### src/rtl/instruction_fetch_unit_pkg.sv
// Shared fetch-side types and constants for the JZJCoreF core.
package JZJCoreFPkg;

    typedef enum logic [1:0] {
        RESET_HOLD = 2'd0,
        RUN        = 2'd1,
        FAULT      = 2'd2
    } FetchState;

    localparam logic [31:0] INSTRUCTION_NOP = 32'h00000013;
    localparam logic [31:0] PC_INCREMENT    = 32'd4;

    function automatic logic [31:0] alignWord(input logic [31:0] byteAddress);
        return {byteAddress[31:2], 2'b00};
    endfunction

endpackage

### src/rtl/instruction_fetch_unit_hold.sv
// Stall capture register: keeps the presented instruction and its PC while
// the decoder is stalled.
module fetch_hold_register (
    input  logic        clock,
    input  logic        reset,
    input  logic        capture,
    input  logic        clear,
    input  logic [31:0] dataIn,
    input  logic [31:0] pcIn,
    output logic [31:0] heldInstruction,
    output logic [31:0] heldPC,
    output logic        heldValid
);

    always_ff @(posedge clock or negedge reset) begin
        if (!reset) begin
            heldInstruction <= 32'h0;
            heldPC          <= 32'h0;
            heldValid       <= 1'b0;
        end else if (clear) begin
            heldValid <= 1'b0;
        end else if (capture) begin
            heldInstruction <= dataIn;
            heldPC          <= pcIn;
            heldValid       <= 1'b1;
        end
    end

endmodule

### src/rtl/instruction_fetch_unit.sv
// Instruction fetch: owns the PC, issues word fetches, absorbs stalls/busy
// cycles and redirects. Misaligned-target trap: JZJCOREF_FETCH_MISALIGN_TRAP_EN.
//
//   state      | meaning
//   RESET_HOLD | reset asserted, or first cycle after release (fetches RESET_PC)
//   RUN        | normal sequential fetch
//   FAULT      | misaligned redirect trapped; left only by reset
module instruction_fetch_unit
    import JZJCoreFPkg::*;
#(
    parameter int          RAM_A_WIDTH = 12,
    parameter logic [31:0] RESET_PC    = 32'h00000000
) (
    input  logic                   clock,
    input  logic                   reset,
    output logic                   fetchRequest,
    output logic [RAM_A_WIDTH-1:0] fetchAddress,
    input  logic [31:0]            fetchData,
    input  logic                   memBusy,
    input  logic                   stall,
    input  logic                   branchTaken,
    input  logic [31:0]            branchTarget,
    output logic [31:0]            instruction,
    output logic [31:0]            instructionPC,
    output logic                   instructionValid,
    output logic                   fault,
    output logic [31:0]            faultAddress
);

    FetchState   state, nextState;
    logic [31:0] pc, pendPC, nextPC, reqAddress, redirectAddress;
    logic        pendValid, loadPC, holdCapture, holdClear, misaligned, running;
    logic [31:0] heldInstruction, heldPC;
    logic        heldValid;

    assign redirectAddress = alignWord(branchTarget);
    assign reqAddress      = branchTaken ? redirectAddress : pc;
    // Gated by reset so the very first cycle after release already fetches.
    assign running         = reset & (state != FAULT);

`ifdef JZJCOREF_FETCH_MISALIGN_TRAP_EN
    assign misaligned = branchTaken & (branchTarget[1:0] != 2'b00);
`else
    logic unusedTargetLowBits;
    assign misaligned          = 1'b0;
    assign unusedTargetLowBits = ^branchTarget[1:0];
`endif

    always_ff @(posedge clock or negedge reset) begin
        if (!reset) state <= RESET_HOLD;
        else        state <= nextState;
    end

    always_comb begin
        nextState    = state;
        fetchRequest = 1'b0;
        loadPC       = 1'b0;
        nextPC       = pc;
        holdCapture  = 1'b0;
        holdClear    = 1'b0;
        case (state)
            RESET_HOLD, RUN: begin
                nextState = RUN;
                if (misaligned) begin
                    nextState = FAULT;
                    holdClear = 1'b1;
                end else begin
                    fetchRequest = running & ~memBusy & (~stall | branchTaken);
                    loadPC       = fetchRequest | branchTaken;
                    // A redirect blocked by memBusy parks the target in pc.
                    nextPC       = fetchRequest ? reqAddress + PC_INCREMENT : redirectAddress;
                    holdCapture  = stall & ~branchTaken & pendValid;
                    holdClear    = ~stall | branchTaken;
                end
            end
            FAULT:   holdClear = 1'b1;
            default: nextState = RESET_HOLD;
        endcase
    end

    always_ff @(posedge clock or negedge reset) begin
        if (!reset) begin
            pc        <= RESET_PC;
            pendPC    <= 32'h0;
            pendValid <= 1'b0;
        end else begin
            pendValid <= fetchRequest;
            if (fetchRequest) pendPC <= reqAddress;
            if (loadPC)       pc     <= nextPC;
        end
    end

    fetch_hold_register holdReg (
        .clock          (clock),
        .reset          (reset),
        .capture        (holdCapture),
        .clear          (holdClear),
        .dataIn         (fetchData),
        .pcIn           (pendPC),
        .heldInstruction(heldInstruction),
        .heldPC         (heldPC),
        .heldValid      (heldValid)
    );

`ifdef JZJCOREF_FETCH_MISALIGN_TRAP_EN
    logic        faultFlag;
    logic [31:0] faultTarget;

    always_ff @(posedge clock or negedge reset) begin
        if (!reset) begin
            faultFlag   <= 1'b0;
            faultTarget <= 32'h0;
        end else if (running & misaligned) begin
            faultFlag   <= 1'b1;
            faultTarget <= branchTarget;
        end
    end

    assign fault        = faultFlag;
    assign faultAddress = faultTarget;
`else
    assign fault        = 1'b0;
    assign faultAddress = 32'h0;
`endif

    assign fetchAddress     = reqAddress[RAM_A_WIDTH+1:2];
    assign instructionValid = pendValid | heldValid;
    assign instruction      = pendValid ? fetchData
                            : (state == FAULT ? INSTRUCTION_NOP : heldInstruction);
    assign instructionPC    = pendValid ? pendPC : heldPC;

endmodule

### config.mk
export PLATFORM = sky130hd
export DESIGN_NAME = instruction_fetch_unit
export DESIGN_NICKNAME = d
export VERILOG_FILES = /design/src/rtl/instruction_fetch_unit_pkg.sv /design/src/rtl/instruction_fetch_unit_hold.sv /design/src/rtl/instruction_fetch_unit.sv
export SDC_FILE = /design/constraint.sdc
export NUM_CORES = 1
export LEC_CHECK = 0
export ABC_AREA = 1
export CORE_MARGIN = 2
export CORE_UTILIZATION = 50
export CTS_CLUSTER_DIAMETER = 50
export DETAILED_ROUTE_END_ITERATION = 10
export PLACE_DENSITY_LB_ADDON = 0.2
export SYNTH_ARGS = -nofsm -noshare
export SYNTH_HDL_FRONTEND = slang
export SYNTH_SLANG_ARGS = --single-unit
### constraint.sdc
create_clock -name clock -period 1.9 [get_ports clock]
set_clock_uncertainty 0.1 [all_clocks]
set_input_delay 0.19 -clock clock [delete_from_list [all_inputs] [get_ports clock]]
set_output_delay 0.19 -clock clock [all_outputs]
set_load 0.005 [all_outputs]
==> qor.yml, run 1 <==
holdCritPathClass: "input pin to register"
yosys.cell_types.count: 36
worstPathBufferInverterCount: 3
post-route-util: 0.706
drt_wl_total_um: 17500
clk_pin_slew_ns: 0.06
post_layout_nonfiller_instances: 1334
rows: 43
die_area_sq_mm: 0.0152
total_power_mw: 8.99
cp.arrival_ns: 1.59
critPathRequiredTime_ns: 1.61
grt_util_all_layers: 0.237
crit_chain: "o21ai_2 -> inv_1 -> buf_4 -> clkdlybuf4s50_1"
synthTopCellsByArea: "sky130_fd_sc_hd__dfrtp_1 (46%), sky130_fd_sc_hd__nand2_1 (16%), sky130_fd_sc_hd__o21ai_0 (11%)"
dieHeight_um: 123
cp_slowest_stage_delay_ns: 0.43
netlist_area_sq_mm: 0.00711
n_diodes: 0
worst-path-max-fanout: 2
wire_per_inst_um: 13.1
slew-limit-headroom: 0.539
crit_path_top_delay_cell: "sky130_fd_sc_hd__clkdlybuf4s50_1"
drtIter0Drc: 390
clock_tree_buffer_depth: 2
synth_area_leader_cell: "sky130_fd_sc_hd__dfrtp_1"
max_cap_viol_count: 0
detailedPlacementHpwl_um: 12400
largest_net_degree_at_the_start_of_global_routing: 131
tritoncts_num_sinks: 130
globalRouteOverflowTotal: 0
cts_inserted_buffers: 17
min_period_ns: 1.88
grt_pass1_wl_um: 28200
first_global_vias: 5884
count_of_final_hold_check_violations: 0
drt-pass1-iter-count: 5
layout_worst_path_cycle_share: 0.988
placer_congestion_estimate: 0.858
synth_enable_flop_cells: 0
floorplan.core_area_sq_mm: 0.0139
dpl.cell_count: 1290
postSynth.topFlopCell: "sky130_fd_sc_hd__dfrtp_1"
cts.htree.levels: 4
drc: 0
yosysSeqAreaShare: 0.458
ir_worst_vdd_mv: 0.671
setup-violations-final: 0
synth_warnings: 0
synth-async-reset-ratio: 1.00
netlist.area_leader.share: 0.458
worst-r2r-setup-slack_ns: 0.10
tritoncts: "yes"
start_kind: "register"
initial_core_utilization: 0.512
p_r_area_growth_vs_syn_pct: 37.8
worst_slew_pin_slew_ns: 0.692
clock_tree.root_cell: "sky130_fd_sc_hd__clkbuf_16"
run_status: "finished, final reports clean"
setup.worst_path.end_class: "output port"
worst_skew_pair.late_latency_ns: 0.41
worstSetupPathType: "register to output port"
io_buffers: 144
rsz0062_at_grt: "yes"
path_delay_family: "buffers and inverters"
die_w_um: 123
floorplan.io_pins: 180
cells_after_synth: 944
fin_nets: 1213
synth_seq_cells: 130
synthesis.area_per_instance_sq_um: 7.53
ant_nets: 0
max_freq_ghz: 0.533
final-max-slew-violation-count: 0
antenna_found_initial: 0
via_per_inst: 4.80
routed-via-count: 6400
cellPowerDensity_mw_per_mm2: 918
final.setup.tns_ns: 0
power.leakage_nw: 4.99
drive_above_1_share: 0.226
==> cell usage in the layout, fill, tap and decap left out, types with 17 or more instances in the layout <==
cell and n:
sky130_fd_sc_hd__nand2_2 38, sky130_fd_sc_hd__o21ai_1 30, sky130_fd_sc_hd__dfrtp_1 130, sky130_fd_sc_hd__buf_4 72
sky130_fd_sc_hd__clkdlybuf4s50_1 76, sky130_fd_sc_hd__clkbuf_16 18, sky130_fd_sc_hd__nor2_1 28, sky130_fd_sc_hd__inv_1 117
sky130_fd_sc_hd__o21ai_2 25, sky130_fd_sc_hd__conb_1 33, sky130_fd_sc_hd__nand2_1 282, sky130_fd_sc_hd__o21ai_0 109
sky130_fd_sc_hd__nand3_1 24, sky130_fd_sc_hd__buf_2 36, sky130_fd_sc_hd__clkdlybuf4s15_1 17
==> worst register-to-register path: cells and delay by family (launching register included) <==
family	cells	cell delay (ns)
flops	1	0.35
simple gates	3	0.38
compound gates	1	0.07
buf+inv	4	0.40
xor+xnor	1	0.18
fa+ha+maj	1	0.20
==> cell families after synthesis <==
| family | share of synthesized area |
|---|---|
| flops | 0.458 |
| compound gates | 0.130 |
| xor+xnor | 0.0148 |
| simple gates | 0.250 |
| fa+ha+maj | 0.00176 |
| other cells | 0.000528 |
| buf+inv | 0.145 |
==> registers in the layout, indices dropped and copies added, names as in the netlist <==
| register | flops |
|---|---|
| pendValid | 1 |
| pendPC | 32 |
| holdReg.heldValid | 1 |
| holdReg.heldPC | 32 |
| holdReg.heldInstruction | 32 |
| pc | 32 |
==> repair_timing <==
item                       4_1_cts  5_1_grt
hold endpoints to repair       130        0
pin swaps                        1        7
buffers inserted                 7        4
resized for setup              233       80
setup endpoints to repair       66       58
gates cloned                     2        1
hold buffers                     1        0
==> metrics by stage <==
step                setup slack [ns]  hold slack [ns]  area [sq um]
CTS                           -0.120            0.203          9720
floorplan                      0.107           -0.206          7230
finish                        0.0236            0.218          9790
global placement              -0.213            0.327          9060
detailed placement            -0.293            0.317          9060
global route                 -0.0464            0.260          9790
==> power breakdown <==
group	switching, mW	leakage [nW]	internal, mW	total (mW)
logic	1.09	3.05	1.04	2.13
registers	0.240	1.64	3.25	3.49
clock network	1.11	0.302	2.26	3.37
==> synth_stat cells (9+ instances only) <==
master and number:
sky130_fd_sc_hd__dfrtp_1 130, sky130_fd_sc_hd__clkbuf_1 28, sky130_fd_sc_hd__nand3_1 24, sky130_fd_sc_hd__nand2_2 26
sky130_fd_sc_hd__xor2_1 11, sky130_fd_sc_hd__nor2_2 9, sky130_fd_sc_hd__buf_4 48, sky130_fd_sc_hd__nor2_1 30
sky130_fd_sc_hd__inv_1 119, sky130_fd_sc_hd__o21ai_0 161, sky130_fd_sc_hd__nand4_1 10, sky130_fd_sc_hd__nand2_1 295
sky130_fd_sc_hd__buf_2 9
==> metal layers <==
layer,up-vias,global-route usage,part of all wire
met5,-,0,0
met4,0,0.0831,0.020
met3,22,0.0406,0.060
met2,186,0.379,0.46
met1,2915,0.327,0.46
li1,3277,-,-
==> final cells by class <==
| type | count | area, sq um |
|---|---|---|
| fillers | 1148 | 4090 |
| well taps | 180 | 225 |
| inverters | 124 | 478 |
| repair buffers | 237 | 2140 |
| clock inverters | 4 | 95.1 |
| clock buffers | 26 | 519 |
| multi-input cells | 633 | 3090 |
| flip-flops and latches | 130 | 3250 |
==> worst paths after layout <==
check / cells after the start / from / end
max: 4 / pc[2]$_DFFE_PN0P_ / fetchAddress[0]
max in group asynchronous: 3 / reset / pendPC[20]$_DFFE_PN0P_
min reg2reg: 2 / pc[0]$_DFFE_PN0P_ / pc[0]$_DFFE_PN0P_
min in group asynchronous: 3 / reset / holdReg.heldPC[1]$_DFFE_PN0P_
max reg2reg: 10 / pc[2]$_DFFE_PN0P_ / pc[14]$_DFFE_PN0P_
min: 4 / branchTaken / pc[3]$_DFFE_PN0P_
(Power assumes the default switching activity.)
==> run 2: changes to the inputs <==
--- a/config.mk
+++ b/config.mk
@@ -6,10 +6,12 @@
 export NUM_CORES = 1
 export LEC_CHECK = 0
 export ABC_AREA = 1
+export CORE_ASPECT_RATIO = 1.5
 export CORE_MARGIN = 2
 export CORE_UTILIZATION = 50
 export CTS_CLUSTER_DIAMETER = 50
 export DETAILED_ROUTE_END_ITERATION = 10
+export MAX_ROUTING_LAYER = met4
 export PLACE_DENSITY_LB_ADDON = 0.2
 export SYNTH_ARGS = -nofsm -noshare
 export SYNTH_HDL_FRONTEND = slang
==> qor.yml, run 2 (same netlist as run 1, synthesis figures left out) <==
initial_core_utilization: 0.510
final-max-slew-violation-count: 0
detailedPlacementHpwl_um: 12400
critPathRequiredTime_ns: 1.61
floorplan.core_area_sq_mm: 0.0139
holdCritPathClass: "input pin to register"
crit_chain: "clkinv_4 -> buf_6 -> buf_12 -> o21ai_0 -> clkdlybuf4s15_1"
timing.reg2reg.worst_path_depth: 11
die_w_um: 101
drc: 0
first_global_vias: 5984
most-common-layout-cells: "sky130_fd_sc_hd__nand2_1 (286), sky130_fd_sc_hd__dfrtp_1 (130), sky130_fd_sc_hd__inv_1 (118)"
fin_ws_ns: 0.0193
tritoncts_num_sinks: 130
path_delay_family: "buffers and inverters"
via_per_inst: 4.86
wire_per_inst_um: 13.8
largest_net_degree_at_the_start_of_global_routing: 131
p_r_area_growth_vs_syn_pct: 37.0
routed-via-count: 6426
ant_nets: 0
holdPathStages: 5
layout_worst_path_cycle_share: 0.990
crit_path_top_delay_cell: "sky130_fd_sc_hd__dfrtp_1"
placement.setup.worst_slack_ns: -0.193
setup.worst_path.end: "instructionPC[5]"
worst_slew_pin_slew_ns: 0.734
rows: 53
die_area_sq_mm: 0.0152
worst-r2r-setup-slack_ns: 0.17
floorplan.io_pins: 180
antenna_found_initial: 0
post_detailed_placement_cell_area_sq_mm: 0.00910
io_buffers: 144
ir_worst_vdd_mv: 0.617
tritoncts: "yes"
cp_slowest_stage_delay_ns: 0.40
start_kind: "register"
post_layout_nonfiller_instances: 1323
timing.critical_path.from: "pendValid$_DFF_PN0_"
final.setup.tns_ns: 0
setup-violations-final: 0
worstPathBufferInverterCount: 4
drt_wl_total_um: 18300
cp.arrival_ns: 1.59
worstSetupPathType: "register to output port"
count_of_final_hold_check_violations: 0
reg2reg_to: "pc[30]$_DFFE_PN0P_"
drt-pass1-iter-count: 6
regToRegStartpoint: "pc[23]$_DFFE_PN0P_"
cellPowerDensity_mw_per_mm2: 921
max_cap_viol_count: 0
placer_congestion_estimate: 0.914
post-route-util: 0.699
clock_tree_buffer_depth: 2
worst-path-max-fanout: 11
cts_inserted_buffers: 17
finish.instance_area_sq_mm: 0.00974
worstSetupPathDepth: 5
power.leakage_nw: 5.01
most_common_cell_after_layout_fill_and_taps_aside: "sky130_fd_sc_hd__nand2_1"
cts.htree.levels: 4
min-delay-start: "reset"
clk_pin_slew_ns: 0.06
worst_skew_pair.late_latency_ns: 0.41
dpl.cell_count: 1281
max_freq_ghz: 0.532
globalRouteOverflowTotal: 0
drive_above_1_share: 0.233
grt_pass1_wl_um: 29000
min_period_ns: 1.88
grt_util_all_layers: 0.251
drtIter0Drc: 439
clock_tree.root_cell: "sky130_fd_sc_hd__clkbuf_16"
dieHeight_um: 150
n_diodes: 0
fin_nets: 1215
setup.worst_path.end_class: "output port"
rsz0062_at_grt: "yes"
slew-limit-headroom: 0.511
run_status: "finished, final reports clean"
[run 2: cell types whose count changed in the layout (fill, tap and decap cells not counted), moves of 5 or more]
cell | previous run | this run
sky130_fd_sc_hd__clkbuf_2 | 9 | 3
sky130_fd_sc_hd__clkdlybuf4s15_1 | 17 | 7
sky130_fd_sc_hd__buf_2 | 36 | 52
sky130_fd_sc_hd__buf_4 | 72 | 77
sky130_fd_sc_hd__nand2_2 | 38 | 33
sky130_fd_sc_hd__clkbuf_8 | 6 | 0
[run 2: per-layer routing]
| metal | GRT usage | routed length [um] |
|---|---|---|
| met4 | 0.0784 | 326 |
| met1 | 0.308 | 7560 |
| met3 | 0.0500 | 833 |
| met5 | - | 0 |
| met2 | 0.417 | 9540 |
[run 2: where the power goes]
| part | switching (mW) | internal [mW] | leakage (nW) |
|---|---|---|---|
| clock network | 1.27 | 2.07 | 0.286 |
| logic | 1.10 | 1.02 | 3.09 |
| registers | 0.246 | 3.25 | 1.64 |
[run 2: repair_timing]
action / in CTS / in global routing
resized for setup: 252 / 79
endpoints found under the hold margin: 130 / 0
setup endpoints to repair: 65 / 63
hold buffers: 1 / 0
buffers inserted: 3 / 3
pin swaps: 0 / 9
cloned: 2 / 3
[run 2: stage by stage]
stage / power (mW) / hold WS [ns]
final: 8.97 / 0.190
after global routing: 9.49 / 0.223
after CTS: 8.97 / 0.191
after detailed placement: 5.73 / 0.267
after global placement: 5.67 / 0.272
after floorplan: 4.55 / -0.206
[run 2: worst min-delay path by stage]
| stage | slack (ns) | end |
|---|---|---|
| 6_report | 0.19 | pc[13]$_DFFE_PN0P_ |
| 5_1_grt | 0.22 | pc[13]$_DFFE_PN0P_ |
| 4_1_cts | 0.19 | pc[3]$_DFFE_PN0P_ |
| 3_5_place_dp | 0.27 | pc[8]$_DFFE_PN0P_ |
| 3_3_place_gp | 0.27 | pc[3]$_DFFE_PN0P_ |
| 2_1_floorplan | -0.21 | holdReg.heldInstruction[0]$_DFFE_PN0P_ |
[run 2: tightest hold or removal path, delay by kind of cell]
family	cells	cell delay, ns
AO/OA/AOI/OAI	1	0.10
buffers and inverters	3	0.28
AND/OR/NAND/NOR	1	0.08
[run 2: final cells by class]
| class | instances | area [sq um] |
|---|---|---|
| Multi-Input combinational cell | 633 | 3090 |
| Inverter | 124 | 480 |
| Timing Repair Buffer | 239 | 2100 |
| Clock inverter | 15 | 183 |
| Tap cell | 165 | 206 |
| Sequential cell | 130 | 3250 |
| Clock buffer | 17 | 425 |
| Fill cell | 1166 | 4190 |
